==> src/rtl/fetch_stage_pkg.sv <==
// Shared definitions for the instruction-fetch stage: the NOP encoding, the
// default boot PC, the fetch FSM state encoding and a PC increment helper.
package fetch_stage_pkg;

    localparam logic [6:0]  OPC_OP_IMM = 7'b001_0011;
    // addi x0, x0, 0
    localparam logic [31:0] NOP_INST_C = {12'd0, 5'd0, 3'b000, 5'd0, OPC_OP_IMM};
    localparam logic [31:0] RESET_PC_C = 32'h0000_0000;

    typedef enum logic [1:0] {
        ST_BOOT = 2'd0,
        ST_REQ  = 2'd1,
        ST_WAIT = 2'd2,
        ST_HOLD = 2'd3
    } fetch_state_e;

    // Sequential PC; wraps modulo 2^32.
    function automatic logic [31:0] pc_inc(input logic [31:0] pc);
        return pc + 32'd4;
    endfunction

endpackage

==> src/rtl/fetch_stage_if.sv <==
// Instruction-memory fetch bus.
// Handshake: a request transfers on a cycle where req & gnt are both high;
// addr may change while req is high but gnt is low. The single response
// arrives no earlier than one cycle after the grant, marked by rvalid with
// the word on rdata. The fetcher never has more than one request in flight.
interface fetch_stage_if;
    logic        req;
    logic [31:0] addr;
    logic        gnt;
    logic        rvalid;
    logic [31:0] rdata;

    modport master (output req, output addr, input gnt, input rvalid, input rdata);
    modport slave  (input req, input addr, output gnt, output rvalid, output rdata);
endinterface

==> src/rtl/fetch_stage_if_id.sv <==
// IF/ID pipeline register. Flush and bubble both empty it to a NOP; load
// captures a new instruction; otherwise the contents hold (stall).
module fetch_stage_if_id
    import fetch_stage_pkg::*;
#(
    parameter logic [31:0] RESET_PC = RESET_PC_C,
    parameter logic [31:0] NOP_INST = NOP_INST_C
) (
    input  logic        clk,
    input  logic        rst_n,
    input  logic        flush_i,
    input  logic        load_i,
    input  logic        bubble_i,
    input  logic [31:0] pc_i,
    input  logic [31:0] inst_i,
    output logic [31:0] pc_o,
    output logic [31:0] inst_o,
    output logic        valid_o
);

    logic [31:0] pc_q;
    logic [31:0] inst_q;
    logic        valid_q;

    // Flush beats load, load beats bubble; no control means hold.
    always_ff @(posedge clk or negedge rst_n) begin
        if (!rst_n) begin
            pc_q    <= RESET_PC;
            inst_q  <= NOP_INST;
            valid_q <= 1'b0;
        end else if (flush_i) begin
            inst_q  <= NOP_INST;
            valid_q <= 1'b0;
        end else if (load_i) begin
            pc_q    <= pc_i;
            inst_q  <= inst_i;
            valid_q <= 1'b1;
        end else if (bubble_i) begin
            inst_q  <= NOP_INST;
            valid_q <= 1'b0;
        end
    end

    assign pc_o    = pc_q;
    assign inst_o  = inst_q;
    assign valid_o = valid_q;

endmodule

==> src/rtl/fetch_stage.sv <==
// Instruction-fetch stage: keeps the PC, issues one fetch at a time over the
// req/gnt/rvalid bus, parks a returned word in a one-entry skid buffer when
// decode is stalled, and drops in-flight words made stale by a redirect.
module fetch_stage
    import fetch_stage_pkg::*;
#(
    parameter logic [31:0] RESET_PC = RESET_PC_C,
    parameter logic [31:0] NOP_INST = NOP_INST_C
) (
    input  logic          clk,
    input  logic          rst_n,
    input  logic          pc_delay,
    input  logic          redirect_valid,
    input  logic [31:0]   redirect_pc,
    fetch_stage_if.master imem,
    output logic [31:0]   id_pc,
    output logic [31:0]   id_inst,
    output logic          id_valid,
    output fetch_state_e  dbg_state,
    output logic          dbg_kill
);

    fetch_state_e state_q;
    logic [31:0]  pc_q;
    logic [31:0]  fetch_pc_q;   // address of the request currently in flight
    logic         kill_q;       // in-flight word is stale, drop it on return
    logic         req_q;
    logic         skid_valid_q;
    logic [31:0]  skid_pc_q;
    logic [31:0]  skid_inst_q;

    logic         can_load;
    logic         word_live;
    logic         new_word;
    logic         id_load;
    logic         id_bubble;
    logic [31:0]  id_pc_d;
    logic [31:0]  id_inst_d;

    // Decode takes a new entry when empty, or when it consumes the current one.
    assign can_load  = !id_valid || !pc_delay;
    assign word_live = (state_q == ST_WAIT) && imem.rvalid && !kill_q;

    // IF/ID advance control: load a fresh or parked word, else insert a bubble.
    always_comb begin
        new_word  = word_live || ((state_q == ST_HOLD) && skid_valid_q);
        id_load   = can_load && new_word;
        id_bubble = can_load && !new_word;
        id_pc_d   = fetch_pc_q;
        id_inst_d = imem.rdata;
        if (state_q == ST_HOLD) begin
            id_pc_d   = skid_pc_q;
            id_inst_d = skid_inst_q;
        end
    end

    // Fetch FSM with PC, kill flag, skid buffer and registered request.
    always_ff @(posedge clk or negedge rst_n) begin
        if (!rst_n) begin
            state_q      <= ST_BOOT;
            pc_q         <= RESET_PC;
            fetch_pc_q   <= RESET_PC;
            kill_q       <= 1'b0;
            req_q        <= 1'b0;
            skid_valid_q <= 1'b0;
            skid_pc_q    <= RESET_PC;
            skid_inst_q  <= NOP_INST;
        end else if (redirect_valid) begin
            // A redirect always wins; only an outstanding request keeps us in WAIT.
            pc_q         <= redirect_pc;
            skid_valid_q <= 1'b0;
            case (state_q)
                ST_WAIT: begin
                    if (imem.rvalid) begin
                        kill_q  <= 1'b0;
                        state_q <= ST_REQ;
                        req_q   <= 1'b1;
                    end else begin
                        kill_q  <= 1'b1;
                        state_q <= ST_WAIT;
                        req_q   <= 1'b0;
                    end
                end
                ST_REQ: begin
                    if (imem.gnt) begin
                        kill_q  <= 1'b1;
                        state_q <= ST_WAIT;
                        req_q   <= 1'b0;
                    end else begin
                        state_q <= ST_REQ;
                        req_q   <= 1'b1;
                    end
                end
                default: begin
                    kill_q  <= 1'b0;
                    state_q <= ST_REQ;
                    req_q   <= 1'b1;
                end
            endcase
        end else begin
            case (state_q)
                ST_BOOT: begin
                    state_q <= ST_REQ;
                    req_q   <= 1'b1;
                end
                ST_REQ: begin
                    if (imem.gnt) begin
                        fetch_pc_q <= pc_q;
                        pc_q       <= pc_inc(pc_q);
                        state_q    <= ST_WAIT;
                        req_q      <= 1'b0;
                    end
                end
                ST_WAIT: begin
                    if (imem.rvalid) begin
                        if (kill_q) begin
                            kill_q  <= 1'b0;
                            state_q <= ST_REQ;
                            req_q   <= 1'b1;
                        end else if (can_load) begin
                            state_q <= ST_REQ;
                            req_q   <= 1'b1;
                        end else begin
                            skid_valid_q <= 1'b1;
                            skid_pc_q    <= fetch_pc_q;
                            skid_inst_q  <= imem.rdata;
                            state_q      <= ST_HOLD;
                        end
                    end
                end
                ST_HOLD: begin
                    if (can_load) begin
                        skid_valid_q <= 1'b0;
                        state_q      <= ST_REQ;
                        req_q        <= 1'b1;
                    end
                end
                default: begin
                    state_q <= ST_BOOT;
                    req_q   <= 1'b0;
                end
            endcase
        end
    end

    assign imem.req  = req_q;
    assign imem.addr = pc_q;
    assign dbg_state = state_q;
    assign dbg_kill  = kill_q;

    fetch_stage_if_id #(
        .RESET_PC (RESET_PC),
        .NOP_INST (NOP_INST)
    ) u_if_id (
        .clk      (clk),
        .rst_n    (rst_n),
        .flush_i  (redirect_valid),
        .load_i   (id_load),
        .bubble_i (id_bubble),
        .pc_i     (id_pc_d),
        .inst_i   (id_inst_d),
        .pc_o     (id_pc),
        .inst_o   (id_inst),
        .valid_o  (id_valid)
    );

endmodule

==> src/flat_wrapper.sv <==
// flat-port wrapper written by rule: the top's interface ports become plain ports
module fetch_stage_flat import fetch_stage_pkg::*;
#(
    parameter logic [31:0] RESET_PC = RESET_PC_C,
    parameter logic [31:0] NOP_INST = NOP_INST_C
)
  (clk, rst_n, pc_delay, redirect_valid, redirect_pc, id_pc, id_inst, id_valid, dbg_state, dbg_kill, imem_req, imem_addr, imem_gnt, imem_rvalid, imem_rdata);
  fetch_stage_if imem_i ();
  input  logic clk;
  input  logic rst_n;
  input  logic pc_delay;
  input  logic redirect_valid;
  input  logic [31:0] redirect_pc;
  output logic [31:0] id_pc;
  output logic [31:0] id_inst;
  output logic id_valid;
  output fetch_state_e dbg_state;
  output logic dbg_kill;
  output wire logic [$bits(imem_i.req)-1:0] imem_req;
  output wire logic [$bits(imem_i.addr)-1:0] imem_addr;
  input wire logic [$bits(imem_i.gnt)-1:0] imem_gnt;
  input wire logic [$bits(imem_i.rvalid)-1:0] imem_rvalid;
  input wire logic [$bits(imem_i.rdata)-1:0] imem_rdata;
  assign imem_req = imem_i.req;
  assign imem_addr = imem_i.addr;
  assign imem_i.gnt = imem_gnt;
  assign imem_i.rvalid = imem_rvalid;
  assign imem_i.rdata = imem_rdata;
  fetch_stage #(.RESET_PC(RESET_PC), .NOP_INST(NOP_INST)) u_core (.clk(clk), .rst_n(rst_n), .pc_delay(pc_delay), .redirect_valid(redirect_valid), .redirect_pc(redirect_pc), .imem(imem_i), .id_pc(id_pc), .id_inst(id_inst), .id_valid(id_valid), .dbg_state(dbg_state), .dbg_kill(dbg_kill));
endmodule
==> config.mk <==
export PLATFORM = sky130hd
export DESIGN_NAME = fetch_stage_flat
export DESIGN_NICKNAME = d
export VERILOG_FILES = /design/src/rtl/fetch_stage_pkg.sv /design/src/rtl/fetch_stage_if.sv /design/src/rtl/fetch_stage_if_id.sv /design/src/rtl/fetch_stage.sv /design/src/flat_wrapper.sv
export SDC_FILE = /design/constraint.sdc
export NUM_CORES = 1
export LEC_CHECK = 0
export BUFFER_PORTS_ARGS = -buffer_cell sky130_fd_sc_hd__clkbuf_2
export CAP_MARGIN = 20
export CORE_MARGIN = 4
export CORE_UTILIZATION = 30
export CTS_CLUSTER_SIZE = 30
export DETAILED_ROUTE_END_ITERATION = 8
export RECOVER_POWER = 25
export REMOVE_ABC_BUFFERS = 1
export SYNTH_ARGS = -nofsm -noshare
export SYNTH_HDL_FRONTEND = slang
export SYNTH_SLANG_ARGS = --single-unit
export TNS_END_PERCENT = 1
==> constraint.sdc <==
create_clock -name clk -period 2.39 [get_ports clk]
set_clock_uncertainty 0.1 [all_clocks]
set_input_delay 0.1195 -clock clk [delete_from_list [all_inputs] [get_ports clk]]
set_output_delay 0.1195 -clock clk [all_outputs]
set_load 0.005 [all_outputs]
==> results of run 1 <==
## state kept, by name (all words and copies together), names as in the netlist
signal / cells
u_core.fetch_pc_q: 32
u_core.imem.addr: 32
u_core.skid_inst_q: 32
u_core.skid_pc_q: 32
u_core.u_if_id.inst_o: 32
u_core.u_if_id.pc_o: 32
u_core.dbg_state: 2
u_core.dbg_kill: 1
u_core.imem.req: 1
u_core.skid_valid_q: 1
u_core.u_if_id.valid_o: 1
## cells by family after synthesis
kind of cell               count (synthesis)  synth area share, %
AOI/OAI and AO/OA                        129                 8.43
xor gates and xnor gates                  12                 1.19
adders and majority gates                  7                0.996
buffers and inverters                     55                 2.57
DFF                                      198                 56.4
muxes                                    162                 19.8
and+or+nand+nor                          191                 10.6
## final cells by class
cell class / instances / area share, %
diodes: 1 / 0.0217
clock inverters: 12 / 1.65
well taps: 384 / 4.16
clock buffers: 20 / 3.95
multi-input cells: 501 / 31.6
inverters: 9 / 0.292
repair buffers: 262 / 15.4
flip-flops and latches: 198 / 42.9
## power groups by stage
stage | clock (W) | combinational [W] | sequential, W
after floorplan | 0 | 0.00153 | 0.00455
after global placement | 0 | 0.00256 | 0.00460
after detailed placement | 0 | 0.00259 | 0.00464
after CTS | 0.00328 | 0.00269 | 0.00458
after global routing | 0.00342 | 0.00295 | 0.00467
final | 0.00318 | 0.00264 | 0.00457
## through the flow
stage	hold slack [ns]	area, um^2	setup TNS (ns)
floorplan	-0.276	8600	-248.18
global placement	0.0746	10200	0
detailed placement	0.0670	10200	0
CTS	0.0948	11600	0
global route	0.158	11600	-0.00122
finish	0.118	11600	0
## cell usage in the layout, fill, tap and decap left out, drive strengths merged, types with 11 or more instances in the layout
cell and n:
o31ai 11, mux2i 66, dfrtp 192, a21oi 39, clkbuf 192, inv 13
buf 23, nor2 55, a31oi 13, nand2 67, dlygate4sd3 67, nand3 13
mux2 96, or4 13, o21ai 50
## worst max-delay path by stage
stage | endpoint | slack, ns | cells past startpoint
after floorplan | u_core.u_if_id.pc_o[0] | -2.83 | 5
after global placement | u_core.imem.addr[29] | 0.19 | 5
after detailed placement | u_core.skid_inst_q[26] | 0.12 | 6
after CTS | u_core.imem.addr[29] | 0.10 | 5
after global routing | u_core.imem.addr[25] | -0.001 | 6
final | u_core.skid_pc_q[24] | 0.13 | 6
## worst max-delay path, cell delays in order (launching register included)
cell and delay [ns]:
dfrtp_1 0.47, inv_1 0.14, ha_1 0.25, nand3b_1 0.27
nor2_4 0.20, buf_12 0.29, mux2_2 0.37
## layer usage
metal | track usage [%] | part of all wire, % | vias up | routed length [um]
met5 | 0 | 0 | - | 0
met4 | 2.79 | 0.97 | 0 | 227
met3 | 3.84 | 5.6 | 13 | 1310
met2 | 23.0 | 46 | 165 | 10800
met1 | 20.4 | 47 | 3264 | 11100
li1 | - | - | 3170 | -
## what timing repair did
item                       CTS  global route
setup endpoints to repair    0             3
resized for setup            0             1
hold endpoints to repair   160             0
hold buffers                67             0
==> results.toml, run 1 <==
[status]
outcome = "complete, but fails checks"
violations = "max-capacitance violations, max-slew violations"

[power]
clockPowerShare_pct = 30.6
power_frac_seq_pct = 44.0
netSwitchingFraction_pct = 30.4
p_comb_share_pct = 25.4
vdd_drop_max_uv = 495
p_sw_w = 0.00316
power-per-cell-area_nw_per_um2 = 899
p_leak_nw = 5.21
finalPower_w = 0.0104
p_int_w = 0.00723

[setup_path]
worst_ep_arrival_time_ns = 2.47
cp-start-kind = "flip-flop"
ff2ff_path_depth = 6
cp_max_fo = 48
cp.required_ns = 2.60
worstReg2RegStart = "u_core.dbg_state[0]"
r2r_slack_ns = 0.13
end_kind = "flip-flop"
worstReg2RegEnd = "u_core.skid_pc_q[24]"
crit_type = "reg -> reg"
startpoint = "u_core.dbg_state[0]"

[route]
ant_nets = 0
dr.pass1.iters = 5
drc = 0
vias = 6612
drtIter0Drc = 269
post_drt_wl_per_cell_um = 16.8
routed_wl_um = 23400
vias_per_cell = 4.77

[clock_network]
tritoncts = "built"
numCtsBuffers = 17
cts_sinks = 198
cts_max_path_buffers = 2
clkTransAtPathRegs_ns = 0.07
cts_setup_buffers = 0
cts-root-buf = "clkbuf_16"
htree_num_levels = 4
insertion_delay_ns = 0.43

[sta]
worst_pin_slew_ns = 1.78
slew_viol_final = 66
max_freq_ghz = 0.442
fin_ws_ns = 0.129
period_needed_ns = 2.26
setup_viol = 0
fin_crit_sh_pct = 94.6
slew_headroom_pct = -18.8
hold_viol_final = 0

[synth]
syn_avg_cell_area_um2 = 11.7
netlist_area_um2 = 8800
synth_ff_type = "dfrtp_1"
syn-instance-count = 754
synth.most_common_cell = "dfrtp_1"
ys_seq_area_share_pct = 56.4
synth.area.top_cells = "dfrtp_1 55%, mux2_2 12%, mux2i_1 7.5%"
yosysWarningCount = 0
ys_ff_latch = 198
yosysUniqueCellTypes = 47
synth_area_leader_cell = "dfrtp_1"
synth_top_area_share_pct = 54.6
synth-edff-count = 0
ys_top_cells_by_count = "192 x dfrtp_1, 96 x mux2_2, 67 x nand2_1"
synthArstFlopShare_pct = 100

[die]
core_um2 = 28800
fp.dieH_um = 179
initial_core_util_pct = 30.6
ioPinCount = 171
dieArea_um2 = 32100
die_w_um = 179
num_rows = 62

[grt]
grt_pass1_wl_um = 36500
grt_max_degree = 68
gr-total-overflow = 0
grt_usage_pct = 14.6
antenna_found_initial = 1
grt_pass1_vias = 6542

[layout]
area_growth_pct = 31.4
fin_cells = 1387
drive_gt1_share_pct = 33.6
n_fill_cell = 2774
multi_input_area_um2 = 3650
seq_area_um2 = 4960
utilization_pct = 40.2
fin_nets = 1066

[flow_run]
max-cap-violations = 1

[hold_path]
min_from = "imem_gnt"
holdPathEnd = "u_core.dbg_kill"
hold_class = "in -> reg"
hold_depth = 4

[placement]
finalWeightedCongestion = 0.781
placed_cells = 1287
place_ws_ns = 0.121
portBuffers = 170
dp_hpwl_um = 16100
Note: power is estimated with default switching activity, not from simulation.
==> run 2: changes to the inputs <==
--- a/config.mk
+++ b/config.mk
@@ -8,7 +8,7 @@
 export BUFFER_PORTS_ARGS = -buffer_cell sky130_fd_sc_hd__clkbuf_2
 export CAP_MARGIN = 20
 export CORE_MARGIN = 4
-export CORE_UTILIZATION = 30
+export CORE_UTILIZATION = 23
 export CTS_CLUSTER_SIZE = 30
 export DETAILED_ROUTE_END_ITERATION = 8
 export RECOVER_POWER = 25
==> results.toml, run 2 (synthesized netlist as in run 1, its figures left out) <==
[status]
outcome = "finished, final reports clean"

[die]
ioPinCount = 171
core_um2 = 37700
die_w_um = 204
initial_core_util_pct = 23.4
num_rows = 71
fp.dieH_um = 204
dieArea_um2 = 41400

[setup_path]
ff2ff_path_depth = 5
cp_max_fo = 9
worst_ep_arrival_time_ns = 2.49
cp.required_ns = 2.66
cp-start-kind = "flip-flop"
crit_type = "reg -> reg"
end_kind = "flip-flop"

[grt]
grt_pass1_vias = 6715
antenna_found_initial = 0
gr-total-overflow = 0
grt_max_degree = 76
grt_usage_pct = 12.2
grt_pass1_wl_um = 39000

[route]
drc = 0
post_drt_wl_per_cell_um = 16.5
routed_wl_um = 25200
ant_nets = 0
vias_per_cell = 4.36
drtIter0Drc = 261
vias = 6644
dr.pass1.iters = 4

[power]
vdd_drop_max_uv = 408
p_leak_nw = 5.21
power-per-cell-area_nw_per_um2 = 858

[layout]
fin_nets = 1078
final_common_cell = "dfrtp_1"
layout_common_cells = "192 x dfrtp_1, 167 x clkbuf_2, 96 x mux2_2"
utilization_pct = 31.1
fin_cells = 1525
area_growth_pct = 33.0
drive_gt1_share_pct = 34.1
antennaDiodeCount = 0
n_fill_cell = 3983

[sta]
setup_viol = 0
slew_viol_final = 0
max_freq_ghz = 0.449
slew_headroom_pct = 26.8
worst_pin_slew_ns = 1.10
period_needed_ns = 2.23
hold_viol_final = 0
rsz0062_at_grt = "false"
fin_crit_sh_pct = 93.1

[placement]
dp_hpwl_um = 17600
portBuffers = 170
finalWeightedCongestion = 0.788
placed_cells = 1424

[hold_path]
hold_class = "in -> reg"
hold_depth = 4

[clock_network]
cts_max_path_buffers = 2
cts_sinks = 198
htree_num_levels = 4
tritoncts = "built"
insertion_delay_ns = 0.44
cts-root-buf = "clkbuf_16"
cts_resized = 0
clkTransAtPathRegs_ns = 0.08
numCtsBuffers = 17

[flow_run]
max-cap-violations = 0
run 2: critical path: stages (launching register included):
cell and delay (ns):
dfrtp_1 0.44, ha_1 0.25, nand4_2 0.14, or3_1 0.55, or4_1 0.51, a31oi_1 0.16
run 2: power by group:
group	switching (W)	internal, W
clock	0.00140	0.00140
combinational	0.00134	0.00135
sequential	0.000505	0.00405
run 2: stage by stage:
step / hold slack (ns) / TNS [ns] / power [W] / cell area (um^2) / setup WS [ns]
after floorplan: -0.276 / -248.18 / 0.00609 / 8600 / -2.83
after CTS: 0.0811 / 0 / 0.0102 / 11700 / 0.0892
final: 0.110 / 0 / 0.0100 / 11700 / 0.165
after detailed placement: 0.0500 / 0 / 0.00729 / 10500 / 0.108
after global placement: 0.0432 / 0 / 0.00721 / 10500 / 0.176
after global routing: 0.133 / 0 / 0.0107 / 11700 / 0.0153
run 2: metal layers:
layer | GRT usage, % | vias to the layer above | wire length, um
li1 | - | 3204 | -
met1 | 16.8 | 3259 | 11800
met2 | 19.4 | 169 | 11700
met3 | 3.04 | 12 | 1510
met4 | 2.99 | 0 | 212
met5 | 0 | - | 0
run 2: area by class of cell:
type / count / area (um^2) / share of cell area [%]
Timing Repair Buffer: 274 / 1860 / 15.9
Inverter: 9 / 33.8 / 0.289
Clock buffer: 19 / 443 / 3.78
Clock inverter: 13 / 111 / 0.951
Tap cell: 511 / 639 / 5.46
Sequential cell: 198 / 4960 / 42.4
Multi-Input combinational cell: 501 / 3660 / 31.2
run 2: path summary, 6_finish.rpt:
check / from / endpoint / slack [ns]
worst max-delay path: u_core.imem.addr[2] / u_core.imem.addr[18] / 0.16
max in group asynchronous: rst_n / u_core.u_if_id.pc_o[18] / 0.45
worst min register to register: u_core.u_if_id.inst_o[18] / u_core.u_if_id.inst_o[18] / 0.38
worst max register to register: u_core.imem.addr[2] / u_core.imem.addr[18] / 0.16
min in group asynchronous: rst_n / u_core.skid_inst_q[28] / 0.37
worst min-delay path: imem_gnt / u_core.dbg_kill / 0.11
run 2: timing repair:
action,4_1_cts,5_1_grt
hold buffers,67,0
setup buffers,0,2
endpoints found under the setup margin,0,66
endpoints found under the hold margin,170,0
==> run 3: changes to the inputs <==
==> constraint.sdc (replaced) <==
create_clock -name clk -period 2.39 [get_ports clk]
set_clock_uncertainty 0.1 [all_clocks]
set_input_delay 0.1195 -clock clk [delete_from_list [all_inputs] [get_ports clk]]
set_output_delay 0.1195 -clock clk [all_outputs]
set_load 0.1 [all_outputs]
==> results.toml, run 3 (synthesized netlist as in run 1, its figures left out) <==
[status]
outcome = "complete, but fails checks"
violations = "max-capacitance violations, max-slew violations"

[setup_path]
worst_ep_arrival_time_ns = 2.47
crit_type = "reg -> reg"
max_stage_delay_ns = 0.53
path_cells = "ha_1, nand4_1, or3_4, or4_1, a31oi_1"
cp-start-kind = "flip-flop"
cp_num_buf_inv = 0
cp.required_ns = 2.65
crit_slowest_cell = "or4_1"
crit_family = "simple AND/OR/NAND/NOR gates"
cp_max_fo = 13
end_kind = "flip-flop"

[placement]
dp_hpwl_um = 17900
finalWeightedCongestion = 0.808
place_ws_ns = 0.108
placed_cells = 1426
portBuffers = 170

[layout]
n_fill_cell = 3939
final_common_cell = "dfrtp_1"
layout_common_cells = "192 x dfrtp_1, 171 x clkbuf_2, 96 x mux2_2"
fin_nets = 1079
antennaDiodeCount = 0
drive_gt1_share_pct = 34.4
multi_input_area_um2 = 3660
area_growth_pct = 33.5
seq_area_um2 = 4960
utilization_pct = 31.2
fin_cells = 1526

[clock_network]
cts_max_path_buffers = 2
tritoncts = "built"
cts_sinks = 198
insertion_delay_ns = 0.44
numCtsBuffers = 17
clkTransAtPathRegs_ns = 0.08
htree_num_levels = 4
cts-root-buf = "clkbuf_16"

[sta]
max_freq_ghz = 0.454
period_needed_ns = 2.20
tns_ns = 0
rsz0062_at_grt = "false"
fin_ws_ns = 0.185
hold_viol_final = 0
fin_crit_sh_pct = 92.2
slew_viol_final = 54
slew_headroom_pct = -1.61
setup_viol = 0
worst_pin_slew_ns = 1.52

[power]
power_frac_seq_pct = 35.1
netSwitchingFraction_pct = 46.7
p_sw_w = 0.00607
vdd_drop_max_uv = 785
finalPower_w = 0.0130
p_comb_share_pct = 42.6
power-per-cell-area_nw_per_um2 = 1110
p_leak_nw = 5.23
clockPowerShare_pct = 22.3
p_int_w = 0.00692

[die]
die_w_um = 204
dieArea_um2 = 41400
num_rows = 71
core_um2 = 37700
ioPinCount = 171
fp.dieH_um = 204
initial_core_util_pct = 23.4

[grt]
grt_usage_pct = 12.3
antenna_found_initial = 0
grt_max_degree = 56
gr-total-overflow = 0
grt_pass1_wl_um = 39600
grt_pass1_vias = 6822

[flow_run]
max-cap-violations = 1

[hold_path]
hold_class = "in -> reg"

[route]
vias = 6665
ant_nets = 0
drtIter0Drc = 204
post_drt_wl_per_cell_um = 16.5
routed_wl_um = 25200
vias_per_cell = 4.37
drc = 0
dr.pass1.iters = 4
run 3: cell count changes in the layout (fill, tap and decap cells not counted), moves of 2 or more:
cell | previous run | this run
clkbuf_2 | 167 | 171
clkbuf_4 | 2 | 0
clkinv_2 | 2 | 0
clkinv_4 | 2 | 4
inv_6 | 4 | 1
run 3: repair_timing:
item / 4_1_cts / 5_1_grt
gates resized for setup: 0 / 1
hold endpoints to repair: 268 / 0
hold buffers: 67 / 0
setup endpoints to repair: 0 / 70
setup buffers: 0 / 1
run 3: path summary, 6_finish.rpt:
kind,to,cells after the start,slack (ns),start
max in group asynchronous,u_core.imem.addr[2],3,0.44,rst_n
worst max register to register,u_core.imem.addr[29],5,0.19,u_core.dbg_state[0]
worst max-delay path,u_core.imem.addr[29],5,0.19,u_core.dbg_state[0]
min in group asynchronous,u_core.skid_inst_q[23],2,0.50,rst_n
worst min register to register,u_core.u_if_id.inst_o[17],2,0.38,u_core.u_if_id.inst_o[17]
worst min-delay path,u_core.dbg_kill,4,0.12,imem_gnt
run 3: power by group through the flow:
stage               Sequential [W]  Clock, W  Combinational [W]
floorplan                  0.00735         0            0.00154
global placement           0.00459         0            0.00548
detailed placement         0.00463         0            0.00551
global route               0.00467   0.00315            0.00587
CTS                        0.00456   0.00302            0.00561
finish                     0.00456   0.00290            0.00554
run 3: cell type report:
type                    count  share of cell area (%)
repair buffers            275                    15.9
well taps                 511                    5.44
clock buffers              21                    3.92
multi-input cells         501                    31.2
inverters                   9                   0.288
flip-flops and latches    198                    42.3
clock inverters            11                    1.01
run 3: stage by stage:
step                      cell area, um^2  hold WS [ns]
final                               11700         0.116
after global routing                11700         0.145
after CTS                           11800        0.0976
after detailed placement            10500       -0.0173
after global placement              10500       -0.0271
after floorplan                      8600        -0.276
run 3: worst reg2reg max path: cells and delay by family (launching register included):
family          cells  cell delay (ns)
flops               1             0.49
simple gates        3             1.10
compound gates      1             0.19
fa+ha+maj           1             0.24
run 3: per-layer routing:
layer	vias to the layer above	GRT usage (%)	part of all wire (%)	wire length (um)
met3	8	2.97	4.7	1190
met4	0	2.84	0.52	130
met5	-	0	0	0
li1	3198	-	-	-
met2	160	20.0	46	11700
met1	3299	16.8	48	12200
